**config.mk**
```make
export PLATFORM = sky130hd
export DESIGN_NAME = fetch_unit_flat
export DESIGN_NICKNAME = d
export VERILOG_FILES = /design/src/rtl/fetch_pkg.sv /design/src/rtl/fetch_if.sv /design/src/rtl/fetch_queue.sv /design/src/rtl/fetch_unit.sv /design/src/flat_wrapper.sv
export SDC_FILE = /design/constraint.sdc
export NUM_CORES = 1
export LEC_CHECK = 0
export CAP_MARGIN = 5
export CORE_MARGIN = 4
export CORE_UTILIZATION = 40
export DETAILED_ROUTE_END_ITERATION = 8
export PLACE_DENSITY_LB_ADDON = 0.15
export SETUP_SLACK_MARGIN = 0.1
export SLEW_MARGIN = 40
export SYNTH_ARGS = -nofsm -noshare
export SYNTH_HDL_FRONTEND = slang
export SYNTH_SLANG_ARGS = --single-unit
```
**constraint.sdc**
```tcl
create_clock -name CLK -period 7.48 [get_ports CLK]
set_input_delay 1.496 -clock CLK [delete_from_list [all_inputs] [get_ports CLK]]
set_output_delay 1.496 -clock CLK [all_outputs]
set_load 0.02 [all_outputs]
```
**src/rtl/fetch_pkg.sv**
```systemverilog
`default_nettype none
// ============================================================================
//  Module      : fetch_pkg
//  Description : Shared types and defaults for the instruction fetch stage.
//  Revision    : 1.0 - initial release
// ============================================================================
package fetch_pkg;

  localparam int unsigned ADDR_W_DEF = 64;
  localparam int unsigned INST_W_DEF = 32;
  localparam int unsigned PC_STEP    = 4;

  typedef enum logic [1:0] {
    ST_IDLE = 2'd0,
    ST_REQ  = 2'd1,
    ST_WAIT = 2'd2,
    ST_DROP = 2'd3
  } fetch_state_e;

endpackage
`default_nettype wire

```
**src/rtl/fetch_if.sv**
```systemverilog
`default_nettype none
// ============================================================================
//  Module      : fetch_if
//  Description : Redirect, instruction-memory and decode-side signals of the
//                fetch stage. master = fetch unit, slave = its environment.
//  Revision    : 1.0 - initial release
// ============================================================================
interface fetch_if
  import fetch_pkg::*;
#(
  parameter int unsigned ADDR_W = ADDR_W_DEF,
  parameter int unsigned INST_W = INST_W_DEF
) ();

  logic              redirect_valid;
  logic [ADDR_W-1:0] redirect_pc;
  logic              imem_req;
  logic [ADDR_W-1:0] imem_addr;
  logic              imem_gnt;
  logic              imem_rvalid;
  logic [INST_W-1:0] imem_rdata;
  logic              inst_valid;
  logic              inst_ready;
  logic [INST_W-1:0] inst_data;
  logic [ADDR_W-1:0] inst_pc;

  modport master (
    input  redirect_valid, redirect_pc, imem_gnt, imem_rvalid, imem_rdata, inst_ready,
    output imem_req, imem_addr, inst_valid, inst_data, inst_pc
  );

  modport slave (
    output redirect_valid, redirect_pc, imem_gnt, imem_rvalid, imem_rdata, inst_ready,
    input  imem_req, imem_addr, inst_valid, inst_data, inst_pc
  );

endinterface
`default_nettype wire

```
**src/rtl/fetch_queue.sv**
```systemverilog
`default_nettype none
// ============================================================================
//  Module      : fetch_queue
//  Description : Synchronous FIFO holding fetched {pc, inst} pairs. Supports
//                simultaneous push/pop (also when full) and a one-cycle flush.
//  Revision    : 1.0 - initial release
// ============================================================================
module fetch_queue
  import fetch_pkg::*;
#(
  parameter int unsigned WIDTH = ADDR_W_DEF + INST_W_DEF,
  parameter int unsigned DEPTH = 4
) (
  input  logic                       CLK,
  input  logic                       reset,
  input  logic                       push_i,
  input  logic                       pop_i,
  input  logic                       flush_i,
  input  logic [WIDTH-1:0]           data_i,
  output logic [$clog2(DEPTH):0]     count_o,
  output logic [WIDTH-1:0]           head_o
);

  localparam int unsigned PTR_W = $clog2(DEPTH);
  localparam int unsigned CNT_W = PTR_W + 1;

  logic [WIDTH-1:0] mem_q [DEPTH];
  logic [PTR_W-1:0] wr_q;
  logic [PTR_W-1:0] rd_q;
  logic [CNT_W-1:0] count_q;
  logic             w_pop;
  logic             w_push;

  // Pop on empty is ignored; push on full is only legal alongside a pop.
  assign w_pop  = pop_i && (count_q != '0);
  assign w_push = push_i && ((count_q != CNT_W'(DEPTH)) || w_pop);

  // Pointer and occupancy update; flush empties the queue in one cycle.
  always_ff @(posedge CLK or posedge reset) begin
    if (reset) begin
      wr_q    <= '0;
      rd_q    <= '0;
      count_q <= '0;
    end else if (flush_i) begin
      wr_q    <= '0;
      rd_q    <= '0;
      count_q <= '0;
    end else begin
      if (w_push) wr_q <= wr_q + 1'b1;
      if (w_pop)  rd_q <= rd_q + 1'b1;
      case ({w_push, w_pop})
        2'b10:   count_q <= count_q + 1'b1;
        2'b01:   count_q <= count_q - 1'b1;
        default: count_q <= count_q;
      endcase
    end
  end

  // Storage array carries no reset; validity is tracked by count_q alone.
  always_ff @(posedge CLK) begin
    if (w_push && !flush_i) mem_q[wr_q] <= data_i;
  end

  assign count_o = count_q;
  assign head_o  = mem_q[rd_q];

endmodule
`default_nettype wire

```
**src/rtl/fetch_unit.sv**
```systemverilog
`default_nettype none
// ============================================================================
//  Module      : fetch_unit
//  Description : Instruction fetch stage. Owns the fetch PC, issues one
//                outstanding request at a time to instruction memory, queues
//                {pc, inst} pairs for decode and handles branch redirects.
//  Revision    : 1.0 - initial release
// ============================================================================
module fetch_unit
  import fetch_pkg::*;
#(
  parameter int unsigned       ADDR_W   = ADDR_W_DEF,
  parameter int unsigned       INST_W   = INST_W_DEF,
  parameter int unsigned       DEPTH    = 4,
  parameter logic [ADDR_W-1:0] RESET_PC = '0
) (
  input  logic     CLK,
  input  logic     reset,
  fetch_if.master  bus
);

  localparam int unsigned CNT_W = $clog2(DEPTH) + 1;
  localparam int unsigned Q_W   = ADDR_W + INST_W;

  fetch_state_e      state_q, state_d;
  logic [ADDR_W-1:0] fetch_pc_q, fetch_pc_d;
  logic [ADDR_W-1:0] pc_of_req_q, pc_of_req_d;

  logic [CNT_W-1:0]  w_count;
  logic [Q_W-1:0]    w_head;
  logic              w_valid;
  logic              w_push;
  logic              w_pop;
  logic [CNT_W:0]    w_occupied;
  logic [CNT_W:0]    w_after_push;
  logic              w_space;
  logic              w_space_after;
  logic [ADDR_W-1:0] w_redirect_pc;

  assign w_valid       = (w_count != '0);
  assign w_pop         = w_valid && bus.inst_ready;
  // A response racing a redirect belongs to the old path and is discarded.
  assign w_push        = (state_q == ST_WAIT) && bus.imem_rvalid && !bus.redirect_valid;
  assign w_redirect_pc = bus.redirect_pc & ~(ADDR_W'(3));

  // The outstanding request reserves a queue slot so a push can never overflow.
  assign w_occupied    = {1'b0, w_count} + (CNT_W + 1)'(state_q == ST_WAIT);
  assign w_space       = w_occupied < (CNT_W + 1)'(DEPTH);
  assign w_after_push  = {1'b0, w_count} + (CNT_W + 1)'(1) - (CNT_W + 1)'(w_pop);
  assign w_space_after = w_after_push < (CNT_W + 1)'(DEPTH);

  fetch_queue #(
    .WIDTH (Q_W),
    .DEPTH (DEPTH)
  ) u_queue (
    .CLK     (CLK),
    .reset   (reset),
    .push_i  (w_push),
    .pop_i   (w_pop),
    .flush_i (bus.redirect_valid),
    .data_i  ({pc_of_req_q, bus.imem_rdata}),
    .count_o (w_count),
    .head_o  (w_head)
  );

  // State, fetch PC and the PC of the in-flight request.
  always_ff @(posedge CLK or posedge reset) begin
    if (reset) begin
      state_q     <= ST_IDLE;
      fetch_pc_q  <= RESET_PC;
      pc_of_req_q <= '0;
    end else begin
      state_q     <= state_d;
      fetch_pc_q  <= fetch_pc_d;
      pc_of_req_q <= pc_of_req_d;
    end
  end

  // Next-state logic; a redirect overrides the normal transition in any state.
  always_comb begin
    state_d     = state_q;
    fetch_pc_d  = fetch_pc_q;
    pc_of_req_d = pc_of_req_q;

    case (state_q)
      ST_IDLE: if (w_space) state_d = ST_REQ;
      ST_REQ: begin
        if (bus.imem_gnt) begin
          state_d     = ST_WAIT;
          pc_of_req_d = fetch_pc_q;
          fetch_pc_d  = fetch_pc_q + ADDR_W'(PC_STEP);
        end
      end
      ST_WAIT: if (bus.imem_rvalid) state_d = w_space_after ? ST_REQ : ST_IDLE;
      ST_DROP: if (bus.imem_rvalid) state_d = ST_REQ;
      default: state_d = ST_IDLE;
    endcase

    if (bus.redirect_valid) begin
      fetch_pc_d = w_redirect_pc;
      case (state_q)
        // A granted request still owes a response that must be swallowed.
        ST_REQ:  state_d = bus.imem_gnt ? ST_DROP : ST_REQ;
        ST_WAIT: state_d = bus.imem_rvalid ? ST_REQ : ST_DROP;
        // Keep dropping unless the awaited response lands this very cycle.
        ST_DROP: state_d = bus.imem_rvalid ? ST_REQ : ST_DROP;
        default: state_d = ST_REQ;
      endcase
    end
  end

  assign bus.imem_req   = (state_q == ST_REQ);
  assign bus.imem_addr  = fetch_pc_q;
  assign bus.inst_valid = w_valid;
  assign bus.inst_data  = w_valid ? w_head[INST_W-1:0] : '0;
  assign bus.inst_pc    = w_valid ? w_head[Q_W-1:INST_W] : '0;

endmodule
`default_nettype wire

```
**src/flat_wrapper.sv**
```systemverilog
// flat-port wrapper written by rule: the top's interface ports become plain ports
module fetch_unit_flat import fetch_pkg::*;
#(
  parameter int unsigned       ADDR_W   = ADDR_W_DEF,
  parameter int unsigned       INST_W   = INST_W_DEF,
  parameter int unsigned       DEPTH    = 4,
  parameter logic [ADDR_W-1:0] RESET_PC = '0
)
  (CLK, reset, bus_redirect_valid, bus_redirect_pc, bus_imem_gnt, bus_imem_rvalid, bus_imem_rdata, bus_inst_ready, bus_imem_req, bus_imem_addr, bus_inst_valid, bus_inst_data, bus_inst_pc);
  fetch_if #(.ADDR_W(ADDR_W), .INST_W(INST_W)) bus_i ();
  input  logic CLK;
  input  logic reset;
  input wire logic [$bits(bus_i.redirect_valid)-1:0] bus_redirect_valid;
  input wire logic [$bits(bus_i.redirect_pc)-1:0] bus_redirect_pc;
  input wire logic [$bits(bus_i.imem_gnt)-1:0] bus_imem_gnt;
  input wire logic [$bits(bus_i.imem_rvalid)-1:0] bus_imem_rvalid;
  input wire logic [$bits(bus_i.imem_rdata)-1:0] bus_imem_rdata;
  input wire logic [$bits(bus_i.inst_ready)-1:0] bus_inst_ready;
  output wire logic [$bits(bus_i.imem_req)-1:0] bus_imem_req;
  output wire logic [$bits(bus_i.imem_addr)-1:0] bus_imem_addr;
  output wire logic [$bits(bus_i.inst_valid)-1:0] bus_inst_valid;
  output wire logic [$bits(bus_i.inst_data)-1:0] bus_inst_data;
  output wire logic [$bits(bus_i.inst_pc)-1:0] bus_inst_pc;
  assign bus_i.redirect_valid = bus_redirect_valid;
  assign bus_i.redirect_pc = bus_redirect_pc;
  assign bus_i.imem_gnt = bus_imem_gnt;
  assign bus_i.imem_rvalid = bus_imem_rvalid;
  assign bus_i.imem_rdata = bus_imem_rdata;
  assign bus_i.inst_ready = bus_inst_ready;
  assign bus_imem_req = bus_i.imem_req;
  assign bus_imem_addr = bus_i.imem_addr;
  assign bus_inst_valid = bus_i.inst_valid;
  assign bus_inst_data = bus_i.inst_data;
  assign bus_inst_pc = bus_i.inst_pc;
  fetch_unit #(.ADDR_W(ADDR_W), .INST_W(INST_W), .DEPTH(DEPTH), .RESET_PC(RESET_PC)) u_core (.CLK(CLK), .reset(reset), .bus(bus_i));
endmodule
```
Yosys cells after proc, flatten, opt, wreduce, memory -nomap -nowiden --
Memories as Yosys holds them, arrays and structs flattened. Index checks and enable logic that the tools add are counted.
Storage, ports and cells: register bits 137, memory bits (writable) 384, output and inout port bits 162, logic and storage cells 69, memories kept 1
Operators by class: add/sub/neg operators 8, $lt $le $gt $ge 2, equality and inequality tests 10, muxes and demuxes 23, reductions and logical operators 19
Memories:
- u_core.u_queue.mem_q | depth 4, bits a word 96, read ports 1, clocked after Yosys merged registers in 0, wr ports 1, RTL line fetch_queue.sv:27 | logic [WIDTH-1:0] mem_q [DEPTH];
Operator list (number):
- 64-bit 2-to-1 mux | 4
- 64-bit by 3-bit adder with 64-bit output (second input constant) | 1
- 32-bit 2-to-1 mux | 1
- 2-bit 2-to-1 mux | 11
- 3-bit != test (second input constant) | 4
- 4-bit by 3-bit less-than comparator with 1-bit output (second input constant) | 2
- 2-bit one-hot mux with 4 select lines | 1
- 2-bit nonzero test | 4
- 2-bit equality test (second input constant) | 3
- 1-bit logical AND | 6
- 3-bit one-hot mux with 2 select lines | 1
- 3-bit nonzero test | 2
- 2-bit by 1-bit adder with 2-bit output (second input constant) | 2
- 3-bit by 1-bit adder with 4-bit output | 1
- 3-bit by 1-bit adder with 4-bit output (second input constant) | 1
- 2-bit by 1-bit equality test with 1-bit output (second input constant) | 2
- 2-bit one-hot mux with 2 select lines | 1
- 2-bit AND reduction | 2
- 4-bit AND reduction | 1
- 4-bit by 1-bit subtractor with 4-bit output | 1
- 3-bit by 1-bit adder with 3-bit output (second input constant) | 1
- 1-bit 2-to-1 mux | 3
- 3-bit 2-to-1 mux | 1
- 3-bit by 2-bit != test with 1-bit output (second input constant) | 1
- 5 further kinds | 5

Longest topological paths before layout --
word-level depth 8, depth in mapped cells 7, gate-level depth less buffers 6

Cells and area by module --
From an unflattened synthesis, not the netlist that was laid out.
Unflattened totals: cell total of the unflattened synthesis 1284, area total of the unflattened synthesis 21231.6 µm²
Modules (own cells, without submodules):
- fetch_queue | instances 1, cells each 565, area an instance 14383.8 µm², seq. area each 11706.2 µm²
- fetch_unit | instances 1, cells each 719, area an instance 6847.8 µm², seq. area each 3153.0 µm²

Least setup slack after synthesis --
Ideal clock, no wire load.
path kind in2reg, start in bus_redirect_valid, end mem u_core.u_queue.mem_q[0][0] (netlist bit) (enable), arrival time 4.231 ns, required time 7.017 ns, setup slack 2.786 ns, cell stages on the path 3, cells stage by stage nand4bb_1 -> nor2_1 -> and2_1
Between the ends: longest elaborated chain between the ends 6
RTL lines:
- start: declaration | RTL line flat_wrapper.sv:13 | input wire logic [$bits(bus_i.redirect_valid)-1:0] bus_redirect_valid;
- 1-bit logical NOT * | RTL line fetch_queue.sv:61, fetch_unit.sv:43
- 1-bit logical AND | RTL line fetch_unit.sv:43 | assign w_push = (state_q == ST_WAIT) && bus.imem_rvalid && !bus.redirect_valid;
- 1-bit logical AND | RTL line fetch_queue.sv:36 | assign w_push = push_i && ((count_q != CNT_W'(DEPTH)) || w_pop);
- 1-bit logical AND * | RTL line fetch_queue.sv:61 | if (w_push && !flush_i) mem_q[wr_q] <= data_i;
- 1-bit 2-to-1 mux * | RTL line fetch_queue.sv:61
- 1-bit 2-to-1 mux (implied by the code) * | RTL line fetch_queue.sv:61
- end: declaration | RTL line fetch_queue.sv:27
Every way passes the cells marked *; elsewhere a longest branch is shown, timed or not.

Final worst setup path --
start reg u_core.u_queue.rd_q[0], end out bus_inst_pc[41]
Between the ends: longest elaborated chain between the ends 2
RTL lines:
- start: declaration | RTL line fetch_queue.sv:29 | logic [PTR_W-1:0] rd_q;
- start signal: assignment | RTL line fetch_queue.sv:50 | if (w_pop) rd_q <= rd_q + 1'b1;
- memory 4 x 96 bit
- 64-bit 2-to-1 mux | RTL line fetch_unit.sv:116 | assign bus.inst_pc = w_valid ? w_head[Q_W-1:INST_W] : '0;
- end: declaration | RTL line flat_wrapper.sv:23 | output wire logic [$bits(bus_i.inst_pc)-1:0] bus_inst_pc;
Every way passes these cells.

==> impl_metrics.env <==
export IMPL_port_buffers=257
export IMPL_synth_common_cells="376 x edfxtp_1, 133 x dfrtp_1, 102 x and2_1"
export IMPL_dr_first_iter_drc_count=662
export IMPL_synth_main_ff_cell="edfxtp_1"
export IMPL_synth_cell_type_count=46
export IMPL_hold_ws_ns=0.508
export IMPL_dp_hpwl_mm=31.4
export IMPL_ir_drop_uv=180
export IMPL_initial_utilization_pct=40.3
export IMPL_pin_count=264
export IMPL_fmax_ghz=0.207
export IMPL_drive_gt1_share_pct=17.9
export IMPL_criticalPathCategory="reg2out"
export IMPL_skew_ns=0.0176
export IMPL_fp_dieH_microns=235
export IMPL_ys_seq_area_share_pct=70.7
export IMPL_cp_end_kind="output pin"
export IMPL_ys_ff_latch=509
export IMPL_p_per_area_nw_per_um2=321
export IMPL_grt_overflow=0
export IMPL_fin_util_pct=50.5
export IMPL_synth_fa_ha_area_share_pct=0.399
export IMPL_antenna_found_initial=0
export IMPL_area_growth_pct=25.2
export IMPL_synth_edf_count=376
export IMPL_synth_xor_area_share_pct=1.78
export IMPL_drv_cap=0
export IMPL_cts_root_buffer="clkbuf_16"
export IMPL_synth_most_common_cell="edfxtp_1"
export IMPL_start_kind="flop"
export IMPL_cts_sinks=509
export IMPL_cts_buffer_depth=3
export IMPL_hold_viol=0
export IMPL_first_pass_iters=5
export IMPL_hold_class="reg2reg"
export IMPL_wire_per_inst_microns=22.7
export IMPL_slew_viol_final=0
export IMPL_via_per_inst=5.25
export IMPL_wl_mm=50.8
export IMPL_syn_avg_cell_area_sq_um=16.7
export IMPL_setup_tns_ns=0
export IMPL_syn_area_sq_um=20700
export IMPL_place_gp_congestion=0.760
export IMPL_fin_crit_ns=4.84
export IMPL_cp_arrival_ns=3.34
export IMPL_cts_setup_buffers=0
export IMPL_fin_crit_sh_pct=64.7
export IMPL_max_slew_margin_rel_pct=47.8
export IMPL_yosysTopAreaCell="edfxtp_1"
export IMPL_vias=11700
export IMPL_ctsHoldBuffers=0
export IMPL_clk_latency_ns=0.60
export IMPL_cts_resized=0
export IMPL_rows=83
export IMPL_cts_buffers=54
export IMPL_fin_nets=1617
export IMPL_p_leak_nw=8.79
export IMPL_clkTransAtPathRegs_ns=0.06
export IMPL_async_flop_share_pct=26.1
export IMPL_synthMuxAreaShare_pct=13.6
export IMPL_crit_fanout=30
export IMPL_antennaDiodeCount=0
export IMPL_fp_dieArea_sq_um=55400
export IMPL_synth_compound_area_share_pct=2.41
export IMPL_synthTopCellsByArea="edfxtp_1 55%, dfrtp_1 16%, mux4_2 10%, mux2_2 3.2%, and2_1 3.1%"
export IMPL_die_width_microns=235
export IMPL_drc_errors=0
export IMPL_htreeDepth=2
export IMPL_placed_area_sq_um=24100
export IMPL_synth_top_family_by_area="multiplexers"
export IMPL_worstMarginPinSlew_ns=0.783
export IMPL_ant_nets=0
export IMPL_synth_top_area_share_pct=54.6
export IMPL_track_usage_pct=18.1
export IMPL_design_area_sq_um=25900
export IMPL_yosys_area_share_simple_pct=9.54
export IMPL_critPathRequiredTime_ns=5.98
export IMPL_grt_pass1_wl_mm=77.3
export IMPL_rsz0062_at_grt="no"
export IMPL_setup_violations=0
export IMPL_status="complete, no violations"
export IMPL_tritoncts="done"
export IMPL_core_area_sq_um=51300
export IMPL_yosysWarnings=0
export IMPL_grt_start_max_net_pins=95
export IMPL_synthCells=1236
export IMPL_grt_pass1_vias=12400
layer usage:
layer / GRT usage, % / wire length (microns) / vias to the layer above
met5: 0 / 0 / -
met4: 4.72 / 957 / 0
met3: 3.55 / 2430 / 58
met2: 30.0 / 25100 / 272
met1: 24.7 / 22300 / 6077
li1: - / - / 5318
layout by cell type, fill, tap and decap left out, drive strengths merged, types with 11 or more instances in the layout:
cell           count
mux2              58
o21ai             56
inv               13
nor4              11
clkdlybuf4s50    256
and2             102
buf               25
dfrtp            133
mux4              94
clkbuf            74
nor2              31
nand2             87
edfxtp           376
nand4             29
xor2              34
clkinv            19
or3               12
nand3             37
nor3              12
a31oi             15
registers in the layout, summed over array words and instances, names as in the netlist:
| register | cells |
|---|---|
| u_core.u_queue.count_o | 3 |
| u_core.u_queue.mem_q | 376 |
| u_core.bus.imem_addr | 62 |
| u_core.u_queue.wr_q | 2 |
| u_core.pc_of_req_q | 62 |
| u_core.state_q | 2 |
| u_core.u_queue.rd_q | 2 |
worst max-delay path, stage by stage, from the launching register on:
cell and delay [ns]:
dfrtp_4 0.72, buf_4 0.64, mux4_2 0.57, and2_1 0.17, clkdlybuf4s50_1 0.64
area by class of cell:
class / count / area, sq um
repair buffers: 281 / 2840
clock inverters: 28 / 263
well taps: 680 / 851
clock buffers: 74 / 1480
inverters: 10 / 42.5
flip-flops and latches: 509 / 14600
multi-input cells: 653 / 5800
fillers: 4378 / 25400
stage by stage:
stage | power, W | setup WS, ns | cells
2_1_floorplan | 0.00481 | 2.43 | 1239
3_5_place_dp | 0.00580 | 2.85 | 2131
4_1_cts | 0.00844 | 2.19 | 2233
5_1_grt | 0.00871 | 2.40 | 2235
3_3_place_gp | 0.00576 | 2.83 | 2127
6_report | 0.00831 | 2.64 | 2235
cells by family after synthesis:
group / count (synthesis)
fa+ha+maj: 6
simple gates: 356
mux: 157
flops: 509
compound gates: 88
other cells: 1
buf+inv: 77
xor+xnor: 42
report_power, final:
| part | internal, W | switching, W | leakage (nW) |
|---|---|---|---|
| registers | 0.00337 | 0.000276 | 4.97 |
| clock network | 0.00152 | 0.00108 | 0.854 |
| logic | 0.00103 | 0.00103 | 2.97 |
final timing paths:
check                                             start                           to  slack [ns]  cells after the start
worst max-delay path             u_core.u_queue.rd_q[0]              bus_inst_pc[41]        2.64                      4
worst min-delay path             u_core.pc_of_req_q[10]  u_core.u_queue.mem_q[2][42]        0.51                      0
max in group asynchronous                         reset        u_core.pc_of_req_q[5]        4.95                      3
worst min register to register   u_core.pc_of_req_q[10]  u_core.u_queue.mem_q[2][42]        0.51                      0
worst max register to register  u_core.bus.imem_addr[7]     u_core.bus.imem_addr[62]        4.32                      5
min in group asynchronous                         reset       u_core.pc_of_req_q[31]        1.41                      2
(Power assumes the default switching activity.)
